[src/rtl/primegen.sv]
// primegen: ascending prime generator (1,2,3,5,...) by trial division behind a go/ready handshake; clk, rst (async active-low), go in; ready, sticky error, 16-bit res out
module primegen (
  input  logic        clk,
  input  logic        rst,
  input  logic        go,
  output logic        ready,
  output logic        error,
  output logic [15:0] res
);
  typedef enum logic [2:0] {IDLE, NEXT, TEST, DIV, CHECK, DONE, ERR} state_t;
  state_t state, state_nx;
  logic go_q, error_nx;
  logic [15:0] res_nx, dvd, dvd_nx;
  logic [16:0] c, c_nx, sq, sq_nx;
  logic [8:0] d, d_nx, rem, rem_nx;
  logic [3:0] cnt, cnt_nx;
  logic [9:0] shift, diff;
  assign ready = state == IDLE;
  assign shift = {rem, dvd[15]};
  assign diff = shift - {1'b0, d};
  always_ff @(posedge clk or negedge rst)
    if (!rst) begin
      state <= IDLE;
      go_q  <= 1'b0;
      error <= 1'b0;
      res   <= 16'd1;
      c     <= '0;
      d     <= '0;
      sq    <= '0;
      dvd   <= '0;
      rem   <= '0;
      cnt   <= '0;
    end else begin
      state <= state_nx;
      go_q  <= go;
      error <= error_nx;
      res   <= res_nx;
      c     <= c_nx;
      d     <= d_nx;
      sq    <= sq_nx;
      dvd   <= dvd_nx;
      rem   <= rem_nx;
      cnt   <= cnt_nx;
    end
  always_comb begin
    state_nx = state;
    error_nx = error;
    res_nx   = res;
    c_nx     = c;
    d_nx     = d;
    sq_nx    = sq;
    dvd_nx   = dvd;
    rem_nx   = rem;
    cnt_nx   = cnt;
    case (state)
      IDLE: state_nx = go && !go_q && !error ? NEXT : IDLE;
      NEXT: begin
        c_nx     = res == 16'd1 ? 17'd2 : res == 16'd2 ? 17'd3 : {1'b0, res} + 17'd2;
        d_nx     = 9'd3;
        sq_nx    = 17'd9;
        state_nx = res <= 16'd2 || 17'd9 > c_nx ? DONE : TEST;
      end
      TEST: begin
        dvd_nx   = c[15:0];
        rem_nx   = '0;
        cnt_nx   = '0;
        state_nx = DIV;
      end
      DIV: begin
        rem_nx   = diff[9] ? shift[8:0] : diff[8:0];
        dvd_nx   = {dvd[14:0], 1'b0};
        cnt_nx   = cnt + 4'd1;
        state_nx = cnt == 4'd15 ? CHECK : DIV;
      end
      CHECK:
        if (rem == '0) begin
          c_nx     = c + 17'd2;
          d_nx     = 9'd3;
          sq_nx    = 17'd9;
          state_nx = c_nx[16] ? ERR : TEST;
        end else begin
          sq_nx    = sq + {6'd0, d, 2'd0} + 17'd4;
          d_nx     = d + 9'd2;
          state_nx = sq_nx > c ? DONE : TEST;
        end
      DONE: begin
        res_nx   = c[15:0];
        state_nx = IDLE;
      end
      ERR: begin
        error_nx = 1'b1;
        state_nx = IDLE;
      end
      default: state_nx = IDLE;
    endcase
  end
endmodule

[config.mk]
export PLATFORM = sky130hd
export DESIGN_NAME = primegen
export DESIGN_NICKNAME = d
export VERILOG_FILES = /design/src/rtl/primegen.sv
export SDC_FILE = /design/constraint.sdc
export NUM_CORES = 1
export LEC_CHECK = 0
export ABC_AREA = 1
export CORE_MARGIN = 4
export CORE_UTILIZATION = 69
export CTS_BUF_LIST = sky130_fd_sc_hd__clkbuf_2 sky130_fd_sc_hd__clkbuf_4 sky130_fd_sc_hd__clkbuf_8
export CTS_CLUSTER_DIAMETER = 60
export DETAILED_ROUTE_END_ITERATION = 8
export GPL_TIMING_DRIVEN = 1
export HOLD_SLACK_MARGIN = 0.02
export PLACE_DENSITY = 0.88
export SYNTH_ARGS = -nofsm -noshare
export SYNTH_HDL_FRONTEND = slang
export SYNTH_SLANG_ARGS = --single-unit
[constraint.sdc]
create_clock -name clk -period 6.1 [get_ports clk]
set_clock_uncertainty 0.05 [all_clocks]
set_input_delay 1.525 -clock clk [delete_from_list [all_inputs] [get_ports clk]]
set_output_delay 1.525 -clock clk [all_outputs]
set_load 0.02 [all_outputs]
# [Word-level counts from Yosys, hierarchy flattened]
# Cells that the tools add are included.
# W data, S select, Z words.
[totals] ff_bits=93 in_bits=3 output_inout_bits=18 word_cells=59
[op_classes] addsub=7 n_lt_le_gt_ge=3 n_eq_ne=10 muxes=19 n_reduce_logical=10
[ops] op="$mux W17" count=4
[ops] op="$pmux W17 S2" count=2
[ops] op="$pmux W9 S2" count=2
[ops] op="$pmux W16 S2" count=1
[ops] op="$mux W9" count=2
[ops] op="$add A16 B2 Y17 const B" count=1
[ops] op="$add A17 B11 Y17" count=1
[ops] op="$add A17 B2 Y17 const B" count=1
[ops] op="$add A17 B3 Y17 const B" count=1
[ops] op="$gt A17 B17 Y1" count=1
[ops] op="$gt A4 B17 Y1 const A" count=1
[ops] op="$eq A16 B1 Y1 const B" count=1
[ops] op="$eq A16 B2 Y1 const B" count=1
[ops] op="$le A16 B2 Y1 const B" count=1
[ops] op="$mux W3" count=5
[ops] op="$pmux W3 S5" count=1
[ops] op="$sub A10 B9 Y10" count=1
[ops] op="$add A9 B2 Y9 const B" count=1
[ops] op="$eq A3 B3 Y1 const B" count=3
[ops] op="$logic_not A9 Y1" count=1
[ops] op="$pmux W4 S2" count=1
[ops] op="$eq A3 B2 Y1 const B" count=2
[ops] op="$add A4 B1 Y4 const B" count=1
[ops] op="$eq A4 B4 Y1 const B" count=1
[ops] op="other kinds (9)" count=12

# [Depth between registers and ports, before layout]
# Gate-level depths: netlist of run 1.
[depth] ltp_word=7 mapped_depth=24 ltp_nobuf=24

# [Least setup slack after synthesis of run 1]
# No wires, ideal clock.
[synth_path] path_kind="register to register" startpoint="reg d[1]" endpoint="reg state[1]" setup_time_ns=0.127 t_arrival_ns=3.127 required_time_ns=5.923 setup_slack_ns=2.796 path_stages_with_launch=22 n_path_buf=0 synth_period_minus_slack_ns=3.304 path_cell_list="dfrtp_1 ha_1 ha_1 fa_1 nand3_1 nand2_1 nand2_1 nand3_1 a21oi_1 nor2_1 nand3_1 nand2_1 and2_1 ha_1 nand2_1 nor2_1 nand4_1 nand3b_1 nand3_1 nand3b_1 a21oi_1 nand3_1"
[synth_via] elab_chain_cells=6
[synth_lines] item="start: declaration" line="15" text="logic [8:0] d, d_nx, rem, rem_nx;"
[synth_lines] item="start signal: assignment" line="39" text="d <= d_nx;"
[synth_lines] item="$add A17 B11 Y17" line="82" text="sq_nx = sq + {6'd0, d, 2'd0} + 17'd4;"
[synth_lines] item="$add A17 B3 Y17" line="82"
[synth_lines] item="$gt A17 B17 Y1" line="84" text="state_nx = sq_nx > c ? DONE : TEST;"
[synth_lines] item="$mux W3" line="84"
[synth_lines] item="$mux W3" line="76" text="if (rem == '0) begin"
[synth_lines] item="$pmux W3 S5" line="55" text="case (state)"
[synth_lines] item="net state_nx[1]" line="11" text="state_t state, state_nx;"
[synth_lines] item="end signal: assignment" line="34" text="state <= state_nx;"
[synth_lines] item="end: declaration" line="11"
# The timed path passes the listed nets, and every way through them passes these cells.
# A chain may end at the register's enable or synchronous reset.

# [Final worst setup path of run 1]
# Same ends and word-level chain as after synthesis.

==> impl_table.tex, run 1 <==
\begin{tabular}{lr}
\hline
Metric & Value \\
\hline
\multicolumn{2}{l}{\textbf{Worst setup path}} \\
CP arrival & a little under 4 ns \\
Kind of start point of the critical path & flop \\
Cell-by-cell listing of the critical path & ha\_1, ha\_1, fa\_1, nand3\_1, nand2\_1, nand2\_1, nand3\_1, a21oi\_1, nor2\_1, nand3\_1, nand2\_1, and2\_1, ha\_1, nand2\_1, nor2\_1, nand4\_1, nand3b\_1, nand3\_1, nand3b\_1, a21oi\_1, nand3\_1 \\
Critical path class & reg -> reg \\
Critical path's largest stage delay & around 0.44 ns \\
Setup crit end kind & flop \\
Crit path max-delay cell type & dfrtp\_1 \\
Required arrival time at the worst endpoint & 6.30 ns \\
Kind of cell adding the most delay to the critical path & simple AND/OR/NAND/NOR gates \\
CP most frequent cell & nand3\_1 \\
CP Max Fanout & 4 \\
Crit path buffers/inverters & 0 \\
\multicolumn{2}{l}{\textbf{Clock tree}} \\
Total number of clock tree sinks & 91 \\
CTS root buffer & clkbuf\_8 \\
H-tree lvl count & 3 \\
Cells resized by post-CTS repair & 0 \\
Clock-pin slew of the registers on the worst-case setup and hold paths & around 0.10 ns \\
CTS tree & done \\
Post-CTS setup repair buffer count & 0 \\
Number of hold-repair buffers added at the cts stage & 0 \\
CTS Buf Count & 9 \\
Maximum buffer depth of the clock tree & 2 \\
Worst-skew pair later-pin latency & $\sim$0.37 ns \\
\multicolumn{2}{l}{\textbf{Flow run}} \\
Number of maximum-capacitance violations & 0 \\
\multicolumn{2}{l}{\textbf{Die}} \\
Initial Util & 70.3\% \\
Core area & between 8000 and 9000 um2 \\
Die width & about 100 um \\
Die Area & roughly 10,000 um2 \\
Io pins & 21 \\
Height of the chip & approximately 100 um \\
Cell Rows & 34 \\
\multicolumn{2}{l}{\textbf{Routing}} \\
Via count & about 5,500 \\
Mean routed wirelength per cell & 15.9 um \\
Antenna violation net count after detailed routing & 0 \\
DR DRC count & 0 \\
Number of optimization iterations in the first detailed-route pass & 5 \\
Post-Route WL & between 10,000 and 15,000 um \\
Vias per std cell & 5.95 \\
DR iter-0 viols & between 300 and 400 \\
\multicolumn{2}{l}{\textbf{Placement}} \\
Placement Cell Area & 6380 um2 \\
Count of input and output buffers & 20 \\
Post-detail-place hpwl & between 10,000 and 15,000 um \\
Final RePlAce weighted congestion & $\sim$0.93 \\
\multicolumn{2}{l}{\textbf{Layout}} \\
Area taken by multi-input logic gates & 3350 um2 \\
Sequential cell area in the final layout & 2280 um2 \\
\# nets final & 864 \\
Layout cell share with drive strength beyond 1 & 6.00\% \\
Fill count & between 600 and 700 \\
Final standard cell area without fillers & 6650 um2 \\
Inserted Diodes & 0 \\
Synth-to-layout area growth & 9.04\% \\
\multicolumn{2}{l}{\textbf{Synthesis}} \\
Count of distinct cell types in the synthesized netlist & 45 \\
Net Count, Synth & 846 \\
Most area-consuming cells after synthesis & dfrtp\_1 (37\%), nand2\_1 (12\%), ha\_1 (9.6\%), inv\_1 (6.0\%), o21ai\_0 (4.7\%) \\
Cell taking the most area after synthesis & dfrtp\_1 \\
Share of the synthesized area in the top cell type & between 30 and 40\% \\
Mean area per synthesized cell & 7.69 um2 \\
Number of cells produced by synthesis & between 700 and 800 \\
Register area share after synthesis & a little under two fifths \\
Number of enable flip-flop cells after synthesis & 0 \\
Post-synth top flop & dfrtp\_1 \\
Register bit total from synthesis & 91 \\
Fraction of synthesis flops using an asynchronous set or reset pin & 100\% \\
Synthesis warning total & 0 \\
Area of the mapped netlist & roughly 6100 um2 \\
\multicolumn{2}{l}{\textbf{STA}} \\
Pins over their slew limit & 0 \\
Max-slew headroom & about 33\% \\
Setup repair after global routing missed its margin & false \\
Highest achievable clock rate & between 0.2 and 0.3 GHz \\
Hold\_ws & around 0.44 ns \\
Actual slew at the worst max-slew pin & between 1 and 1.5 ns \\
Number of setup violations in the final report & 0 \\
Final cycle utilization of the critical path & 60.9\% \\
Final-report hold violation count & 0 \\
Post-Route Setup TNS & 0 ns \\
Post-layout minimum cycle time & $\sim$3.7 ns \\
\multicolumn{2}{l}{\textbf{Global route}} \\
Number of antenna violations at the first check in global routing & 0 \\
Gr usage total & between 30 and 40\% \\
GRT Residual Overflow & 0 \\
First-pass GRT wire length & roughly 25,000 um \\
Pin count of the biggest net entering global routing & $\sim$60 \\
Vias in the first global route & about 5,300 \\
\multicolumn{2}{l}{\textbf{Hold path}} \\
Class of the tightest hold or removal check & reg -> reg \\
\multicolumn{2}{l}{\textbf{Power}} \\
Worst vdd rail ir drop & about 0.25 mV \\
Leakage component of the power & around 3.3 nW \\
Power per Cell Area & 513 nW/um2 \\
\multicolumn{2}{l}{\textbf{Outcome}} \\
Run status & complete, no violations \\
\hline
\end{tabular}
Yosys cell counts (4+ instances only):
cell type,n
nand2_2,4
xor2_1,30
o21ai_0,57
a31oi_1,4
nor3_1,10
a22oi_1,13
xnor2_1,4
or2_2,4
o211ai_1,5
inv_2,5
nand3_1,49
o22ai_1,12
nor2_1,58
o21ai_1,6
inv_1,97
ha_1,47
o21bai_1,4
a22o_1,5
a21oi_1,38
dfrtp_1,90
clkbuf_1,8
nand2_1,192
buf_2,8
nand4_1,10
where the power goes:
part	leakage (nW)	internal [mW]	switching [mW]
sequential	1.18	0.811	0.237
combinational	2.02	0.662	1.16
clock	0.134	0.317	0.227
total	3.34	1.79	1.63
final timing paths:
kind                                          from                  to  slack, ns  cells past startpoint
worst max register to register    d[1]$_DFFE_PN0P_  state[1]$_DFF_PN0_       2.39                     21
min in group asynchronous                      rst      go_q$_DFF_PN0_       1.03                      1
worst min register to register  dvd[2]$_DFFE_PN0P_  dvd[2]$_DFFE_PN0P_       0.44                      2
worst min-delay path            dvd[2]$_DFFE_PN0P_  dvd[2]$_DFFE_PN0P_       0.44                      2
worst max-delay path              d[1]$_DFFE_PN0P_  state[1]$_DFF_PN0_       2.39                     21
max in group asynchronous                      rst   sq[8]$_DFFE_PN0P_       3.84                      2
placed cells by master (no fill, tap or decap), drive strengths merged, types with 13 or more instances in the layout:
cell type	count
ha	47
a21oi	38
o21ai	63
nor3	13
nand3	49
clkdlybuf4s50	19
nor2	62
xor2	33
dfrtp	90
inv	104
nand2	196
a22oi	13
routing by layer:
| metal | routed length, um | vias to the layer above | track usage [%] |
|---|---|---|---|
| met4 | 378 | 0 | 11.7 |
| met5 | 0 | - | 0 |
| li1 | - | 2667 | - |
| met3 | 1010 | 32 | 5.80 |
| met1 | 6140 | 2582 | 37.8 |
| met2 | 7190 | 224 | 51.6 |
cells by family after synthesis:
logic type | count (synthesis) | share of synthesized area, %
and+or+nand+nor | 341 | 23.9
AOI/OAI and AO/OA | 156 | 15.0
buffers and inverters | 120 | 7.73
DFF | 91 | 37.3
adders and majority gates | 49 | 10.3
xor gates and xnor gates | 37 | 5.68
worst register-to-register path, delay by kind of cell, from the launching register on:
kind	cells	cell delay, ns
DFF	1	0.44
adders and majority gates	4	1.22
and+or+nand+nor	15	1.64
AOI/OAI and AO/OA	2	0.26
flip-flops by register name, summed over array words and instances (netlist names):
| register | flops |
|---|---|
| go_q | 1 |
| error | 1 |
| dvd | 16 |
| res | 16 |
| d | 8 |
| state | 3 |
| c | 17 |
| sq | 16 |
| cnt | 4 |
| rem | 9 |
cell type report:
cell class | instances | share of cell area, %
clock buffers | 9 | 1.86
clock inverters | 7 | 2.20
inverters | 102 | 5.75
multi-input cells | 583 | 50.4
flip-flops and latches | 91 | 34.2
well taps | 108 | 2.03
repair buffers | 25 | 3.54
through the flow:
stage	util (%)	std cells	setup slack [ns]	total power, mW
2_1_floorplan	-	794	2.80	2.32
4_1_cts	76.7	925	2.37	3.40
5_1_grt	76.7	925	2.10	3.71
3_3_place_gp	73.6	909	2.53	2.77
6_report	76.7	925	2.39	3.42
3_5_place_dp	73.6	909	2.40	2.84
Power figures use the tool's default switching activity.
==> inputs of run 2 (changes only) <==
Settings changed: CORE_UTILIZATION 69 to 58, PLACE_DENSITY 0.88 to 0.79.
Clock period 6.1 ns to 3.35 ns, I/O delays scaled along.
==> impl_table.tex, run 2 (same netlist as run 1, synthesis figures left out) <==
\begin{tabular}{lr}
\hline
Metric & Value \\
\hline
\multicolumn{2}{l}{\textbf{Outcome}} \\
Run status & complete, but fails checks \\
Violations in the final reports & negative setup slack \\
\multicolumn{2}{l}{\textbf{Global route}} \\
Vias in the first global route & 5,576 \\
Number of antenna violations at the first check in global routing & 0 \\
Gr usage total & between 20\% and 30\% \\
GRT Residual Overflow & 0 \\
First-pass GRT wire length & 25,800 um \\
Pin count of the biggest net entering global routing & $\sim$50 \\
\multicolumn{2}{l}{\textbf{Worst setup path}} \\
Reg2reg path depth & 22 \\
Required arrival time at the worst endpoint & between 3 and 4 ns \\
Flop2flop setup slack & -0.20 ns \\
CP Max Fanout & 4 \\
Cell-by-cell listing of the critical path & ha\_1, ha\_1, buf\_4, nand2\_1, nand2\_1, a21oi\_2, buf\_4, inv\_1, nand2\_1, nand3\_1, xor2\_1, ha\_1, nand2\_1, nor2\_2, buf\_4, buf\_4, a21oi\_2, nand3\_2, nand3\_2, nand2\_1, nor2\_1, nand2\_1 \\
Kind of start point of the critical path & flop \\
CP arrival & about 3.8 ns \\
Kind of cell adding the most delay to the critical path & simple AND/OR/NAND/NOR gates \\
Crit path max-delay cell type & dfrtp\_1 \\
Levels on crit path & 22 \\
Critical path class & reg -> reg \\
CP most frequent cell & nand2\_1 \\
Crit path buffers/inverters & 5 \\
Setup crit end kind & flop \\
Critical path's largest stage delay & between 0.3 and 0.4 ns \\
\multicolumn{2}{l}{\textbf{STA}} \\
Highest achievable clock rate & 0.282 GHz \\
Max-slew headroom & between 30\% and 40\% \\
Number of setup violations in the final report & 3 \\
Final-report hold violation count & 0 \\
Actual slew at the worst max-slew pin & 0.980 ns \\
Post-route worst setup slack & -0.197 ns \\
Final cycle utilization of the critical path & 106\% \\
Post-layout minimum cycle time & between 3 and 4 ns \\
Post-Route Setup TNS & -0.568 ns \\
Setup repair after global routing missed its margin & true \\
Pins over their slew limit & 0 \\
\multicolumn{2}{l}{\textbf{Clock tree}} \\
Number of hold-repair buffers added at the cts stage & 0 \\
CTS root buffer & clkbuf\_8 \\
CTS Buf Count & 9 \\
Clock-pin slew of the registers on the worst-case setup and hold paths & approximately 0.090 ns \\
Total number of clock tree sinks & 91 \\
H-tree lvl count & 3 \\
CTS tree & done \\
Worst-skew pair later-pin latency & 0.37 ns \\
Maximum buffer depth of the clock tree & 2 \\
\multicolumn{2}{l}{\textbf{Power}} \\
Worst vdd rail ir drop & roughly 0.57 mV \\
Share of power burned in combinational logic & around 57\% \\
Share of total power consumed by net switching & roughly half \\
Leakage component of the power & between 3 and 4 nW \\
Sequential group share of total power & between 30 and 40\% \\
Internal power & a little over 3 mW \\
Power per Cell Area & between 800 and 900 nW/um2 \\
Part of the power in the clock network & approximately an eighth \\
Psw & 3.00 mW \\
\multicolumn{2}{l}{\textbf{Layout}} \\
Most flop-heavy register & c \\
Area taken by multi-input logic gates & between 3000 and 4000 um2 \\
Final std cells w/o fill & between 900 and 1,000 \\
Final core area utilization & roughly two thirds \\
Inserted Diodes & 0 \\
Most frequent cells in the layout & nand2\_1 (187), inv\_1 (97), dfrtp\_1 (90) \\
\# nets final & between 900 and 1,000 \\
Final standard cell area without fillers & 6990 um2 \\
Sequential cell area in the final layout & between 2000 and 2500 um2 \\
Layout cell share with drive strength beyond 1 & between 10\% and 20\% \\
Fill count & between 800 and 900 \\
Synth-to-layout area growth & 14.6\% \\
Commonest non-fill, non-tap cell in the layout & nand2\_1 \\
Largest register FFs & 17 \\
\multicolumn{2}{l}{\textbf{Routing}} \\
Mean routed wirelength per cell & 15.7 um \\
DR iter-0 viols & 453 \\
Vias per std cell & 5.83 \\
Via count & between 5,000 and 6,000 \\
Met3 Routed Length & just under 1000 um \\
Detailed route wirelength on metal2 & 7420 um \\
Post-Route WL & approximately 16,000 um \\
Total routed wire length on the met1 layer & between 6000 and 7000 um \\
Number of optimization iterations in the first detailed-route pass & 5 \\
Antenna violation net count after detailed routing & 0 \\
Topmost layer with routed signal wires & met4 \\
DR DRC count & 0 \\
\multicolumn{2}{l}{\textbf{Placement}} \\
Placement Cell Area & about 6600 um2 \\
Number of cells after detailed placement & $\sim$960 \\
Post-detail-place hpwl & 11,100 um \\
Final RePlAce weighted congestion & 0.905 \\
Count of input and output buffers & 20 \\
\multicolumn{2}{l}{\textbf{Die}} \\
Die width & between 100 and 150 um \\
Io pins & 21 \\
Core area & approximately 10,000 um2 \\
Initial Util & around three fifths \\
Height of the chip & between 100 and 150 um \\
Cell Rows & 37 \\
Die Area & around 12,000 um2 \\
\multicolumn{2}{l}{\textbf{Flow run}} \\
Number of maximum-capacitance violations & 0 \\
\multicolumn{2}{l}{\textbf{Hold path}} \\
Class of the tightest hold or removal check & in -> async \\
\hline
\end{tabular}
## run 2: cell count changes in the layout (fill, tap and decap cells not counted), moves of 5 or more
cell / delta
nand2_2: +5
a21oi_1: -6
buf_4: +36
a21oi_2: +6
nand2_1: -5
## run 2: power groups by stage
stage	Clock [mW]	Sequential (mW)	Combinational (mW)
after CTS	0.732	1.89	3.42
final	0.727	1.90	3.49
after global placement	0	1.89	3.21
after floorplan	0	1.90	2.32
after global routing	0.782	1.95	3.93
after detailed placement	0	1.90	3.33
## run 2: cell type report
type | instances | area share [%]
Clock buffer | 11 | 2.16
Clock inverter | 5 | 0.519
Inverter | 102 | 5.47
Multi-Input combinational cell | 583 | 49.3
Sequential cell | 91 | 32.6
Tap cell | 136 | 2.43
Timing Repair Buffer | 62 | 7.51
## run 2: worst paths after layout
check	from	to
setup / recovery	sq[7]$_DFFE_PN0P_	state[2]$_DFF_PN0_
hold / removal	rst	go_q$_DFF_PN0_
setup reg to reg	sq[7]$_DFFE_PN0P_	state[2]$_DFF_PN0_
hold reg to reg	dvd[11]$_DFFE_PN0P_	dvd[11]$_DFFE_PN0P_
max in group asynchronous	rst	res[0]$_DFFE_PN1N_
min in group clk	dvd[11]$_DFFE_PN0P_	dvd[11]$_DFFE_PN0P_
## run 2: what timing repair did
item                                    4_1_cts  5_1_grt
setup buffers                                13        3
resized for setup                            16        6
endpoints found under the hold margin         0        0
pin swaps                                    17        7
endpoints found under the setup margin        3        3
## run 2: through the flow
step | power [mW] | setup slack, ns | hold slack (ns)
finish | 6.12 | -0.197 | 0.403
global route | 6.65 | -0.342 | 0.444
CTS | 6.04 | -0.0604 | 0.427
detailed placement | 5.23 | -0.288 | 0.417
global placement | 5.10 | -0.189 | 0.412
floorplan | 4.23 | 0.0456 | 0.400
## run 2: per-layer routing
| metal | vias up | global-route usage [%] |
|---|---|---|
| met5 | - | 0 |
| met4 | 0 | 11.0 |
| met3 | 34 | 4.00 |
| met2 | 257 | 42.5 |
| met1 | 2725 | 32.3 |
| li1 | 2752 | - |
==> inputs of run 3 (changes only) <==
Settings changed: CORE_ASPECT_RATIO set to 1.2, MAX_ROUTING_LAYER set to met4.
==> impl_table.tex, run 3 (same netlist as run 1, synthesis figures left out) <==
\begin{tabular}{lr}
\hline
Metric & Value \\
\hline
\multicolumn{2}{l}{\textbf{Global route}} \\
First-pass GRT wire length & 24,700 um \\
Vias in the first global route & 5,177 \\
GRT Residual Overflow & 0 \\
Pin count of the biggest net entering global routing & 54 \\
Number of antenna violations at the first check in global routing & 0 \\
Gr usage total & approximately a quarter \\
\multicolumn{2}{l}{\textbf{Clock tree}} \\
Maximum buffer depth of the clock tree & 2 \\
H-tree lvl count & 3 \\
Clock-pin slew of the registers on the worst-case setup and hold paths & roughly 0.1 ns \\
CTS tree & done \\
Worst-skew pair later-pin latency & 0.38 ns \\
Total number of clock tree sinks & 91 \\
CTS root buffer & clkbuf\_8 \\
Number of hold-repair buffers added at the cts stage & 0 \\
CTS Buf Count & 9 \\
\multicolumn{2}{l}{\textbf{Layout}} \\
Fill count & around 860 \\
Most flop-heavy register & c \\
Layout cell share with drive strength beyond 1 & a little under an eighth \\
Largest register FFs & 17 \\
\# nets final & about 890 \\
Synth-to-layout area growth & 13.6\% \\
Inserted Diodes & 0 \\
Commonest non-fill, non-tap cell in the layout & nand2\_1 \\
Most frequent cells in the layout & nand2\_1 (187), inv\_1 (95), dfrtp\_1 (90) \\
\multicolumn{2}{l}{\textbf{Placement}} \\
Final RePlAce weighted congestion & approximately 0.97 \\
Count of input and output buffers & 20 \\
Post-Place Worst Slack & -0.234 ns \\
Post-detail-place hpwl & between 10,000 and 15,000 um \\
\multicolumn{2}{l}{\textbf{Die}} \\
Die width & just over 100 um \\
Initial Util & 60.1\% \\
Cell Rows & 40 \\
Height of the chip & between 100 and 150 um \\
Die Area & 12,200 um2 \\
Core area & a little over 10,000 um2 \\
Io pins & 21 \\
\multicolumn{2}{l}{\textbf{Power}} \\
Power per Cell Area & a little under 900 nW/um2 \\
Leakage component of the power & $\sim$3.4 nW \\
Worst vdd rail ir drop & about 0.50 mV \\
\multicolumn{2}{l}{\textbf{STA}} \\
Post-route worst setup slack & about 0.051 ns \\
Final-report hold violation count & 0 \\
Actual slew at the worst max-slew pin & about 0.99 ns \\
Post-layout minimum cycle time & around 3.3 ns \\
Final cycle utilization of the critical path & a little over nine tenths \\
Post-Route Setup TNS & 0 ns \\
Setup repair after global routing missed its margin & true \\
Pins over their slew limit & 0 \\
Max-slew headroom & approximately 34\% \\
Highest achievable clock rate & about 0.3 GHz \\
Number of setup violations in the final report & 0 \\
\multicolumn{2}{l}{\textbf{Worst setup path}} \\
Setup crit end kind & flop \\
CP Max Fanout & 3 \\
Required arrival time at the worst endpoint & $\sim$3.6 ns \\
Kind of start point of the critical path & flop \\
Critical path class & reg -> reg \\
CP arrival & about 3.5 ns \\
\multicolumn{2}{l}{\textbf{Hold path}} \\
Class of the tightest hold or removal check & in -> async \\
\multicolumn{2}{l}{\textbf{Routing}} \\
Via count & roughly 5,400 \\
Vias per std cell & about 5.6 \\
DR iter-0 viols & approximately 250 \\
Post-Route WL & 14,900 um \\
Antenna violation net count after detailed routing & 0 \\
Number of optimization iterations in the first detailed-route pass & 5 \\
DR DRC count & 0 \\
Mean routed wirelength per cell & around 15 um \\
\multicolumn{2}{l}{\textbf{Outcome}} \\
Run status & complete, no violations \\
\multicolumn{2}{l}{\textbf{Flow run}} \\
Number of maximum-capacitance violations & 0 \\
\hline
\end{tabular}
run 3: cell count changes in the layout (fill, tap and decap cells not counted), sizes merged:
| cell | change |
|---|---|
| inv | +2 |
| clkinv | +2 |
| clkbuf | -2 |
| buf | -14 |
| clkinvlp | -2 |
run 3: final cells by class:
type	instances	area (um2)	area share (%)
Multi-Input combinational cell	583	3500	50.5
Sequential cell	91	2280	32.9
Timing Repair Buffer	48	420	6.06
Inverter	102	383	5.52
Tap cell	126	158	2.27
Clock buffer	9	124	1.79
Clock inverter	7	70.1	1.01
run 3: worst max-delay path, stage by stage (launching register included):
cell and delay [ns]:
dfrtp_1 0.43, ha_4 0.26, ha_4 0.16, fa_2 0.36
nand3_2 0.09, nand2_2 0.06, nand2_2 0.06, nand3_2 0.07
a21oi_2 0.14, nor2_2 0.06, nand3_1 0.06, nand2_1 0.07
and2_1 0.14, ha_1 0.28, nand2_2 0.08, nor2_4 0.12
nand4_1 0.13, nand3b_1 0.20, nand3_2 0.10, nand3b_1 0.07
a21oi_1 0.13, nand3_1 0.08
run 3: per-layer routing:
| layer | up-vias | routed length (um) | track usage (%) |
|---|---|---|---|
| li1 | 2714 | - | - |
| met4 | 0 | 367 | 8.15 |
| met5 | - | 0 | - |
| met2 | 119 | 7510 | 43.9 |
| met1 | 2572 | 6410 | 32.2 |
| met3 | 26 | 612 | 3.52 |
run 3: metrics by stage:
stage / total power [mW] / hold WS [ns] / area (um2) / instances / utilization, %
after detailed placement: 5.18 / 0.416 / 6550 / 945 / 64.5
after global routing: 6.65 / 0.458 / 6930 / 966 / 68.2
after global placement: 5.11 / 0.415 / 6550 / 945 / 64.5
final: 6.07 / 0.427 / 6930 / 966 / 68.2
after floorplan: 4.23 / 0.400 / 6100 / 794 / -
after CTS: 6.04 / 0.442 / 6860 / 964 / 67.5
run 3: timing repair:
item	CTS	global route
pin swaps	14	16
buffers inserted	3	2
setup endpoints to repair	3	3
resized for setup	18	13
run 3: path summary, 6_finish.rpt:
| kind | end | slack [ns] | start | cells past startpoint |
|---|---|---|---|---|
| hold reg to reg | dvd[10]$_DFFE_PN0P_ | 0.44 | dvd[10]$_DFFE_PN0P_ | 2 |
| setup / recovery | state[1]$_DFF_PN0_ | 0.05 | sq[3]$_DFFE_PN0P_ | 21 |
| setup reg to reg | state[1]$_DFF_PN0_ | 0.05 | sq[3]$_DFFE_PN0P_ | 21 |
| max in group asynchronous | sq[9]$_DFFE_PN0P_ | 2.16 | rst | 2 |
| min in group clk | dvd[10]$_DFFE_PN0P_ | 0.44 | dvd[10]$_DFFE_PN0P_ | 2 |
| hold / removal | rem[4]$_DFFE_PN0P_ | 0.43 | rst | 1 |
run 3: report_power, final:
group	total (mW)	switching, mW	internal, mW
Sequential	1.92	0.444	1.48
Combinational	3.41	2.10	1.31
Clock	0.740	0.451	0.289
